<file path="src/rtl/cpu_pkg.sv">
// -----------------------------------------------------------------------------
// cpu_pkg
// Shared definitions for the CPU datapath blocks: default address/data widths,
// the opcode bit that marks a two-byte instruction, and the fetch-stage state
// encoding.
// No ports (package).
// -----------------------------------------------------------------------------
package cpu_pkg;

  localparam int CPU_ADDR_W      = 8;
  localparam int CPU_DATA_W      = 8;
  localparam int CPU_LONG_OP_BIT = 7;

  typedef enum logic [3:0] {
    ST_IDLE     = 4'd0,
    ST_REQ_OP   = 4'd1,
    ST_WAIT_OP  = 4'd2,
    ST_INC_OP   = 4'd3,
    ST_REQ_ARG  = 4'd4,
    ST_WAIT_ARG = 4'd5,
    ST_INC_ARG  = 4'd6,
    ST_OUT      = 4'd7,
    ST_DRAIN    = 4'd8
  } fetch_state_t;

endpackage

</file>
<file path="src/rtl/instr_fetch.sv">
// -----------------------------------------------------------------------------
// instr_fetch
// Fetch stage sitting after the program counter. Reads one byte per memory
// transaction at the current PC, assembles 1- or 2-byte instructions into the
// instruction register and offers them to the controller with valid/ready.
// Pulses pc_up once per byte fetched; a flush abandons the instruction in
// progress (an outstanding memory read is drained and its data discarded).
//
// Ports:
//   clk, rst_n          clock (rising edge), asynchronous active-low reset
//   fetch_en            allows a new instruction fetch to start
//   flush               controller loads the PC this cycle; abandon work
//   pc_in               current PC value
//   pc_up               one-cycle PC increment request
//   mem_addr/mem_rd_req read address / request (held until acked)
//   mem_rd_ack/_data    read completion and data
//   ir_valid/ir_ready   instruction handshake with the controller
//   ir_opcode/operand   instruction bytes (operand 0 for 1-byte instructions)
//   ir_pc               address of the opcode byte
//   ir_len              0 = 1-byte, 1 = 2-byte instruction
// All outputs are registered.
// -----------------------------------------------------------------------------
module instr_fetch
  import cpu_pkg::*;
#(
  parameter int ADDR_W      = CPU_ADDR_W,
  parameter int DATA_W      = CPU_DATA_W,
  parameter int LONG_OP_BIT = CPU_LONG_OP_BIT
) (
  input  logic              clk,
  input  logic              rst_n,
  input  logic              fetch_en,
  input  logic              flush,
  input  logic [ADDR_W-1:0] pc_in,
  output logic              pc_up,
  output logic [ADDR_W-1:0] mem_addr,
  output logic              mem_rd_req,
  input  logic              mem_rd_ack,
  input  logic [DATA_W-1:0] mem_rd_data,
  output logic              ir_valid,
  input  logic              ir_ready,
  output logic [DATA_W-1:0] ir_opcode,
  output logic [DATA_W-1:0] ir_operand,
  output logic [ADDR_W-1:0] ir_pc,
  output logic              ir_len
);

  fetch_state_t      state_r;
  fetch_state_t      state_nxt_s;
  logic              pc_up_nxt_s;
  logic [ADDR_W-1:0] mem_addr_nxt_s;
  logic              mem_rd_req_nxt_s;
  logic              ir_valid_nxt_s;
  logic [DATA_W-1:0] ir_opcode_nxt_s;
  logic [DATA_W-1:0] ir_operand_nxt_s;
  logic [ADDR_W-1:0] ir_pc_nxt_s;
  logic              ir_len_nxt_s;

  // Next-state and next-output logic for the fetch sequencer.
  always_comb begin
    state_nxt_s      = state_r;
    pc_up_nxt_s      = 1'b0;
    mem_addr_nxt_s   = mem_addr;
    mem_rd_req_nxt_s = mem_rd_req;
    ir_valid_nxt_s   = ir_valid;
    ir_opcode_nxt_s  = ir_opcode;
    ir_operand_nxt_s = ir_operand;
    ir_pc_nxt_s      = ir_pc;
    ir_len_nxt_s     = ir_len;

    if (flush) begin
      // A flush overrides everything; any data acked this cycle is dropped
      // and no pc_up is issued for it.
      ir_valid_nxt_s = 1'b0;
      if (mem_rd_req && !mem_rd_ack) begin
        // The memory still owes us a response: keep the request up and
        // swallow the data when it arrives.
        state_nxt_s = ST_DRAIN;
      end else begin
        mem_rd_req_nxt_s = 1'b0;
        state_nxt_s      = fetch_en ? ST_REQ_OP : ST_IDLE;
      end
    end else begin
      case (state_r)
        ST_IDLE: begin
          if (fetch_en) begin
            state_nxt_s = ST_REQ_OP;
          end else begin
            state_nxt_s = ST_IDLE;
          end
        end
        ST_REQ_OP: begin
          mem_addr_nxt_s   = pc_in;
          ir_pc_nxt_s      = pc_in;
          mem_rd_req_nxt_s = 1'b1;
          state_nxt_s      = ST_WAIT_OP;
        end
        ST_WAIT_OP: begin
          if (mem_rd_ack) begin
            mem_rd_req_nxt_s = 1'b0;
            ir_opcode_nxt_s  = mem_rd_data;
            ir_len_nxt_s     = mem_rd_data[LONG_OP_BIT];
            ir_operand_nxt_s = '0;
            pc_up_nxt_s      = 1'b1;
            state_nxt_s      = ST_INC_OP;
          end else begin
            state_nxt_s = ST_WAIT_OP;
          end
        end
        ST_INC_OP: begin
          // pc_up is high during this cycle, so pc_in is the operand
          // address by the time REQ_ARG samples it.
          if (ir_len) begin
            state_nxt_s = ST_REQ_ARG;
          end else begin
            ir_valid_nxt_s = 1'b1;
            state_nxt_s    = ST_OUT;
          end
        end
        ST_REQ_ARG: begin
          mem_addr_nxt_s   = pc_in;
          mem_rd_req_nxt_s = 1'b1;
          state_nxt_s      = ST_WAIT_ARG;
        end
        ST_WAIT_ARG: begin
          if (mem_rd_ack) begin
            mem_rd_req_nxt_s = 1'b0;
            ir_operand_nxt_s = mem_rd_data;
            pc_up_nxt_s      = 1'b1;
            state_nxt_s      = ST_INC_ARG;
          end else begin
            state_nxt_s = ST_WAIT_ARG;
          end
        end
        ST_INC_ARG: begin
          ir_valid_nxt_s = 1'b1;
          state_nxt_s    = ST_OUT;
        end
        ST_OUT: begin
          if (ir_ready) begin
            ir_valid_nxt_s = 1'b0;
            state_nxt_s    = fetch_en ? ST_REQ_OP : ST_IDLE;
          end else begin
            state_nxt_s = ST_OUT;
          end
        end
        ST_DRAIN: begin
          if (mem_rd_ack) begin
            mem_rd_req_nxt_s = 1'b0;
            state_nxt_s      = fetch_en ? ST_REQ_OP : ST_IDLE;
          end else begin
            state_nxt_s = ST_DRAIN;
          end
        end
        default: begin
          mem_rd_req_nxt_s = 1'b0;
          ir_valid_nxt_s   = 1'b0;
          state_nxt_s      = ST_IDLE;
        end
      endcase
    end
  end

  // State and output registers; reset drops any outstanding request at once.
  always_ff @(posedge clk or negedge rst_n) begin
    if (!rst_n) begin
      state_r    <= ST_IDLE;
      pc_up      <= 1'b0;
      mem_addr   <= '0;
      mem_rd_req <= 1'b0;
      ir_valid   <= 1'b0;
      ir_opcode  <= '0;
      ir_operand <= '0;
      ir_pc      <= '0;
      ir_len     <= 1'b0;
    end else begin
      state_r    <= state_nxt_s;
      pc_up      <= pc_up_nxt_s;
      mem_addr   <= mem_addr_nxt_s;
      mem_rd_req <= mem_rd_req_nxt_s;
      ir_valid   <= ir_valid_nxt_s;
      ir_opcode  <= ir_opcode_nxt_s;
      ir_operand <= ir_operand_nxt_s;
      ir_pc      <= ir_pc_nxt_s;
      ir_len     <= ir_len_nxt_s;
    end
  end

endmodule
</file>
<file path="config.mk">
export PLATFORM = sky130hd
export DESIGN_NAME = instr_fetch
export DESIGN_NICKNAME = d
export VERILOG_FILES = /design/src/rtl/cpu_pkg.sv /design/src/rtl/instr_fetch.sv
export SDC_FILE = /design/constraint.sdc
export NUM_CORES = 1
export LEC_CHECK = 0
export CORE_ASPECT_RATIO = 1.75
export CORE_MARGIN = 10
export CORE_UTILIZATION = 41
export CTS_CLUSTER_SIZE = 8
export DETAILED_ROUTE_END_ITERATION = 10
export GPL_ROUTABILITY_DRIVEN = 0
export HOLD_SLACK_MARGIN = 0.08
export PLACE_DENSITY_LB_ADDON = 0.3
export SLEW_MARGIN = 5
export SYNTH_ARGS = -nofsm -noshare
export SYNTH_HDL_FRONTEND = slang
export SYNTH_SLANG_ARGS = --single-unit
</file>
<file path="constraint.sdc">
create_clock -name clk -period 1.82 [get_ports clk]
set_clock_uncertainty 0.2 [all_clocks]
set_input_delay 0.273 -clock clk [delete_from_list [all_inputs] [get_ports clk]]
set_output_delay 0.273 -clock clk [all_outputs]
set_load 0.05 [all_outputs]
</file>
### Word-level counts from Yosys, hierarchy flattened

Index checks and enable logic that the tools add are counted.

| word-level totals | value |
|---|---|
| register bits | 40 |
| input bits | 22 |
| output and inout bits | 36 |
| word-level logic and storage cells | 64 |

| operators by class | value |
|---|---|
| equality and inequality tests | 16 |
| muxes and demuxes | 23 |
| bitwise operators | 1 |
| reductions and logical operators | 15 |

Operator list:

| operator | number |
|---|---|
| 4-bit one-hot mux with 9 select lines | 1 |
| 4-bit by 3-bit == test with 1-bit output (second input constant) | 4 |
| 4-bit 2-to-1 mux | 4 |
| 8-bit 2-to-1 mux | 2 |
| 8-bit one-hot mux with 2 select lines | 1 |
| 1-bit 2-to-1 mux | 11 |
| 3-bit AND reduction | 3 |
| 4-bit by 2-bit == test with 1-bit output (second input constant) | 2 |
| 2-bit inequality test (second input constant) | 3 |
| 3-bit inequality test (second input constant) | 2 |
| 6-bit OR reduction | 1 |
| 4-bit by 1-bit == test with 1-bit output (second input constant) | 1 |
| 4-bit == test (second input constant) | 1 |
| 4-bit logical NOT | 1 |
| 2-bit 2-to-1 mux | 2 |
| 2-bit by 1-bit inequality test with 1-bit output (second input constant) | 2 |
| 1-bit one-hot mux with 4 select lines | 1 |
| 2-bit AND reduction | 2 |
| 4-bit AND reduction | 1 |
| 2-bit OR reduction | 2 |
| 4-bit OR reduction | 1 |
| 3-bit by 1-bit inequality test with 1-bit output (second input constant) | 1 |
| 1-bit one-hot mux with 3 select lines | 1 |
| 3-bit OR reduction | 1 |
| 4 further kinds | 4 |

### Depth between registers and ports, before layout

Gate-level depths: netlist of the first run.

| logic depth | value |
|---|---|
| word-level depth | 4 |
| depth in mapped cells | 7 |
| gate-level depth less buffers | 5 |

### Least setup slack after synthesis of the first run

No wires, ideal clock.

| timing path | value |
|---|---|
| path kind | register -> register |
| start | register state_r[0] |
| end | register mem_addr[0] |
| setup time | 0.125 ns |
| data arrival time | 1.460 ns |
| required time | 1.495 ns |
| setup slack | 0.035 ns |
| cell stages (with the launch flop) | 6 |
| buffers on the path | 2 |
| period minus slack after synthesis | 1.785 ns |
| path through | dfrtp_1 > buf_2 > xnor2_1 > or4_1 > buf_6 > mux2_4 |

| on the way | value |
|---|---|
| longest elaborated chain between the ends | 3 |
| elaborated cells on any way between the ends | 4 |
| those cells by class | eq/ne (2); reduce/logical (2) |

Ends and longest elaborated chain:

| item | line | text |
|---|---|---|
| start, declared | instr_fetch.sv:48 | `fetch_state_t state_r;` |
| start signal, assigned | instr_fetch.sv:177 | `state_r <= state_nxt_s;` |
| 4-bit by 3-bit == test with 1-bit output or 4-bit by 1-bit == test with 1-bit output (tied branches) | instr_fetch.sv:84 | `case (state_r)` |
| 2-bit OR reduction (no source line) * | n/a |  |
| 2-bit AND reduction (no source line) * | n/a |  |
| end signal, assigned | instr_fetch.sv:179 | `mem_addr <= mem_addr_nxt_s;` |
| end, declared | instr_fetch.sv:36 | `output logic [ADDR_W-1:0] mem_addr,` |

Mark *: on every way between the ends. The rest lies on a longest branch, timed or not.
A chain may end at the register's enable or synchronous reset.

### Worst setup path after layout of the first run

| timing path | value |
|---|---|
| start | register state_r[2] |
| end | register mem_addr[7] |

The elaborated chain is that of the path after synthesis.

==> results of run 1 <==
==> cells by family after synthesis <==
logic type	synth area share
AO/OA/AOI/OAI	0.112
XOR/XNOR	0.00501
buffers and inverters	0.0343
flip-flops	0.558
multiplexers	0.183
AND/OR/NAND/NOR	0.108
==> Yosys cell counts (all sizes together) (3+ instances only) <==
library cell  count
nor2              8
nor3              4
mux2             24
a21oi             5
dfrtp            39
clkbuf            4
nand2             9
buf               5
a22o              8
inv               3
o21ai             5
nand3             5
==> registers in the layout (all words and copies together) (netlist names) <==
signal and count:
ir_pc 8, state_r 4, ir_opcode 8, ir_valid 1, ir_operand 8, mem_addr 8
mem_rd_req 1, pc_up 1
==> where the power goes <==
| group | switching, mW | internal, mW |
|---|---|---|
| Combinational | 1.74 | 1.03 |
| Sequential | 0.215 | 1.21 |
| Clock | 0.291 | 0.548 |
==> worst min-delay path by stage <==
stage | start | endpoint | slack (ns) | cells after the start
after CTS | rst_n | ir_valid$_DFFE_PN0P_ | 0.29 | 2
after floorplan | rst_n | ir_opcode[0]$_DFFE_PN0P_ | -0.22 | 0
after global routing | rst_n | ir_valid$_DFFE_PN0P_ | 0.30 | 2
final | rst_n | ir_valid$_DFFE_PN0P_ | 0.27 | 2
after global placement | rst_n | ir_valid$_DFFE_PN0P_ | 0.05 | 1
after detailed placement | rst_n | ir_valid$_DFFE_PN0P_ | 0.06 | 1
==> routing by layer <==
metal	part of all wire	vias up
met5	0	-
met2	0.54	56
met3	0.066	5
met1	0.39	689
met4	0.013	0
li1	-	645
==> final cells by class <==
type | count | area share
Multi-Input combinational cell | 91 | 0.287
Clock inverter | 2 | 0.0239
Sequential cell | 39 | 0.388
Timing Repair Buffer | 71 | 0.243
Inverter | 3 | 0.00448
Clock buffer | 6 | 0.0288
Tap cell | 49 | 0.0244
==> worst reg2reg max path: cells and delay by family (launching register included) <==
kind	cells	cell delay (ns)
xor gates and xnor gates	1	0.16
buffers and inverters	1	0.17
DFF	1	0.39
muxes	1	0.30
and+or+nand+nor	1	0.43
==> stage by stage <==
step / util / hold WS [ns] / area (um2)
after global placement: 0.569 / 0.0536 / 2360
after floorplan: - / -0.223 / 1750
after detailed placement: 0.569 / 0.0649 / 2360
after global routing: 0.606 / 0.304 / 2520
after CTS: 0.603 / 0.291 / 2500
final: 0.606 / 0.273 / 2520
==> repair_timing <==
item,CTS,global route
endpoints found under the hold margin,22,0
hold buffers,1,0
resized for setup,0,4
endpoints found under the setup margin,0,17
==> reports/metrics.cfg, run 1 <==
[outcome]
outcome = finished clean

[critical_path]
worst-path-stages = 4
required_ns = 1.79
r2r_end = mem_addr[7]$_DFFE_PN0P_
end_kind = flip-flop
crit_chain = xnor2_1, or4_4, buf_6, mux2_4
slowest_stage = or4_4
critPathKind = reg -> reg
crit_arrival_ns = 1.74
ff2ff_path_depth = 4
slowest_delay_ns = 0.43
crit_end = mem_addr[7]$_DFFE_PN0P_
reg2reg_slack_ns = 0.05
cpLargestDelayFamily = simple AND/OR/NAND/NOR gates
critPathMaxFanout = 9
r2r-start = state_r[2]$_DFF_PN0_
startpoint = state_r[2]$_DFF_PN0_
cp_num_buf_inv = 1
start_kind = flip-flop

[logic_synthesis]
ys_ff_latch = 39
synth.net_count = 164
syn_area_per_cell_um2 = 12.3
yosysSeqAreaShare = 0.558
ys_warn_count = 0
syn_area_um2 = 1750
synth_edf_count = 0
synth_top_area_share = 0.558
ys_types = 32
yosys.area.top_type = dfrtp_1
synthArstFlopShare = 1.00
synth_cells = 142
synthTopCellsByArea = dfrtp_1 (56%), mux2_2 (10%), mux2_4 (6.9%)
ys.flop_type = dfrtp_1

[floorplan]
dieArea_um2 = 7380
row_count = 31
start_util = 0.421
die_h_um = 106
fp.coreArea_um2 = 4150
ios = 58
die_w_um = 69.4

[timing]
relSlewSlack = 0.674
hold_viol_final = 0
drv_slew = 0
tightest_slew_ns = 0.489
rsz0062_at_grt = true
fmax_mhz = 566
setup_viol = 0
postLayoutSetupSlackWorst_ns = 0.0533
fin_crit_sh = 0.971
period_minus_slack_ns = 1.77
tns_ns = 0

[clock_tree]
clock_path_buffers = 2
clkLatencyLatePin_ns = 0.28
cts-root-buf = clkbuf_8
tritoncts = done
post_cts_buffers = 0
cts_buffers = 5
cts.sinks = 39
htreeDepth = 2
path_clk_slew_ns = 0.08

[cells_and_area]
area_growth_pct = 43.8
layout_common_cells = buf_4 (46), dfrtp_1 (39), clkdlybuf4s50_1 (20), mux2_2 (16), nand2_1 (9)
stdcell_count = 261
regArea_um2 = 976
drive_above_1_share = 0.406
nFillCells = 322
antenna_cells = 0
multi_input_area_um2 = 723
finalNetCount = 233
final_common_cell = buf_4

[grt]
grt_pass1_wl_um = 7180
use_met1 = 0.126
track_usage = 0.118
grt_util_met3 = 0.0391
grt_max_degree = 24
use_met2 = 0.207
antenna_found_initial = 0
top_usage_layer = met2
overflow = 0
grt_pass1_vias = 1447

[drt]
drc = 0
viasPerCell = 5.34
drtIter0Drc = 141
first_pass_iters = 4
vias = 1395
finalWirelength_um = 4470
ant_nets = 0
wire_per_inst_um = 17.1

[pwr]
powerDensity_nw_per_um2 = 2000
vdd_drop_max_mv = 1.47
finalPower_mw = 5.03
leakage_nw = 1.20

[placed_design]
portBuffers = 57
dp_hpwl_um = 3430
place_inst = 252
dp_slack_ns = -0.219

[run]
cap_viol_max_count = 0

[worst_hold_path]
hp-class = in -> async

No activity file was read; power rests on OpenSTA's default activity.
==> run 2, diff against run 1 <==
- CAP_MARGIN: default -> 20
- TNS_END_PERCENT: default -> 30
==> results of run 2 <==
No change in the layout: final DEF, timing and power equal those of run 1.
==> run 3, diff against run 2 <==
--- a/constraint.sdc
+++ b/constraint.sdc
@@ -4,2 +4,2 @@
 set_output_delay 0.273 -clock clk [all_outputs]
-set_load 0.05 [all_outputs]
+set_load 0.005 [all_outputs]
==> reports/metrics.cfg, run 3 (synthesized netlist as in run 1, its figures left out) <==
[floorplan]
die_h_um = 106  ; unchanged
dieArea_um2 = 7380  ; unchanged
die_w_um = 69.4  ; unchanged
fp.coreArea_um2 = 4150  ; unchanged
row_count = 31  ; unchanged
start_util = 0.421  ; unchanged
ios = 58  ; unchanged

[drt]
drc = 0  ; unchanged
wire_per_inst_um = 17.9  ; +4.2%
first_pass_iters = 4  ; unchanged
viasPerCell = 5.45  ; +1.9%
drtIter0Drc = 99  ; -30%
vias = 1422  ; +1.9%
ant_nets = 0  ; unchanged
finalWirelength_um = 4660  ; +4.2%

[clock_tree]
path_clk_slew_ns = 0.07  ; about the same
clock_path_buffers = 2  ; unchanged
cts_buffers = 5  ; unchanged
cts-root-buf = clkbuf_8
cts.sinks = 39  ; unchanged
tritoncts = done
htreeDepth = 2  ; unchanged
clkLatencyLatePin_ns = 0.28  ; about the same

[cells_and_area]
antenna_cells = 0  ; unchanged
finalNetCount = 233  ; unchanged
stdcell_area_um2 = 2520  ; unchanged
stdcell_count = 261  ; unchanged
area_growth_pct = 43.8  ; unchanged
layout_common_cells = clkdlybuf4s50_1 (56), dfrtp_1 (39), mux2_2 (16), buf_4 (13), nand2_1 (9)
nFillCells = 346  ; +7.5%
drive_above_1_share = 0.217  ; -0.189
finish.utilization = 0.606  ; unchanged
final_common_cell = clkdlybuf4s50_1

[grt]
grt_pass1_wl_um = 7620  ; +6.2%
overflow = 0  ; unchanged
grt_pass1_vias = 1567  ; +8.3%
track_usage = 0.126  ; +0.00789
grt_max_degree = 18  ; -25%
antenna_found_initial = 0  ; unchanged

[pwr]
leakage_nw = 1.12  ; -6.9%
p_sw_mw = 1.05  ; -53%
finalPower_mw = 3.60  ; -28%
p_int_mw = 2.55  ; -8.4%
powerDensity_nw_per_um2 = 1430  ; -28%
swShare = 0.291  ; -0.155
power_frac_seq = 0.398  ; +0.115
p_clk_frac = 0.151  ; -0.016
power.combinational.fraction = 0.451  ; -0.099
vdd_drop_max_mv = 1.08  ; -27%

[timing]
postLayoutSetupSlackWorst_ns = 0.0463  ; -0.00692 ns
relSlewSlack = 0.756  ; +0.0821
fmax_mhz = 564  ; -0.39%
period_minus_slack_ns = 1.77  ; +0.00692 ns
rsz0062_at_grt = false
fin_crit_sh = 0.975  ; +0.00380
drv_slew = 0  ; unchanged
hold_viol_final = 0  ; unchanged
tightest_slew_ns = 0.365  ; -0.123 ns
setup_viol = 0  ; unchanged

[critical_path]
start_kind = flip-flop
required_ns = 1.79  ; about the same
critPathKind = reg -> reg
critPathMaxFanout = 9  ; unchanged
crit_arrival_ns = 1.74  ; about the same
end_kind = flip-flop
crit_chain = xnor2_1, or4_1, buf_4, mux2_4
slowest_delay_ns = 0.41  ; -0.02 ns
slowest_stage = or4_1

[outcome]
outcome = finished clean

[worst_hold_path]
hp-class = in -> async

[placed_design]
portBuffers = 57  ; unchanged
dp_slack_ns = -0.233  ; -0.0141 ns
dp_hpwl_um = 3610  ; +5.1%
postPlaceCellArea_um2 = 2420  ; +2.8%
place_inst = 252  ; unchanged

[run]
cap_viol_max_count = 0  ; unchanged

==> run 3: layer usage <==
metal  part of all wire  global-route usage  routed length (um)  vias up
met1               0.37               0.123                1750      717
met3              0.064              0.0428                 297        7
li1                   -                   -                   -      646
met2               0.55               0.234                2560       52
met4              0.013              0.0477                  61        0
met5                  0                   0                   0        -
==> run 3: what timing repair did <==
item / 4_1_cts / 5_1_grt
setup endpoints to repair: 0 / 1
hold endpoints to repair: 39 / 0
setup buffers: 0 / 0
resized for setup: 0 / 1
hold buffers: 1 / 0
==> run 3: layout make-up <==
cell class                 instances  area [um2]  share of cell area
timing repair buffer              71         673               0.268
clock buffer                       7        76.3              0.0303
clock inverter                     1        5.00             0.00199
tap                               49        61.3              0.0244
sequential                        39         976               0.388
inverter                           3        11.3             0.00448
multi-input combinational         91         713               0.283
==> run 3: power groups by stage <==
stage	clock, mW	combinational [mW]	sequential (mW)
5_1_grt	0.602	1.75	1.49
3_3_place_gp	0	1.60	1.41
3_5_place_dp	0	1.66	1.44
6_report	0.545	1.62	1.43
4_1_cts	0.577	1.66	1.44
2_1_floorplan	0	0.695	1.43
==> run 3: final timing paths <==
kind | startpoint | end | slack [ns] | cells past startpoint
setup / recovery | state_r[0]$_DFF_PN0_ | mem_addr[3]$_DFFE_PN0P_ | 0.05 | 4
hold / removal | rst_n | ir_valid$_DFFE_PN0P_ | 0.23 | 2
setup reg to reg | state_r[0]$_DFF_PN0_ | mem_addr[3]$_DFFE_PN0P_ | 0.05 | 4
hold reg to reg | ir_operand[7]$_DFFE_PN0P_ | ir_operand[7]$_DFFE_PN0P_ | 0.30 | 1
max in group asynchronous | rst_n | ir_operand[6]$_DFFE_PN0P_ | 0.69 | 3
min in group clk | ir_operand[7]$_DFFE_PN0P_ | ir_operand[7]$_DFFE_PN0P_ | 0.30 | 1
==> run 3: critical path: cells and delay by family (launching register included) <==
kind                   cells  cell delay [ns]
AND/OR/NAND/NOR            1             0.41
flip-flops                 1             0.40
multiplexers               1             0.31
buffers and inverters      1             0.21
XOR/XNOR                   1             0.14
==> run 3: per-stage QoR <==
| step | TNS [ns] | hold slack (ns) |
|---|---|---|
| floorplan | 0 | -0.223 |
| global placement | -5.27 | 0.00964 |
| detailed placement | -5.40 | 0.00914 |
| CTS | 0 | 0.236 |
| global route | 0 | 0.261 |
| finish | 0 | 0.229 |
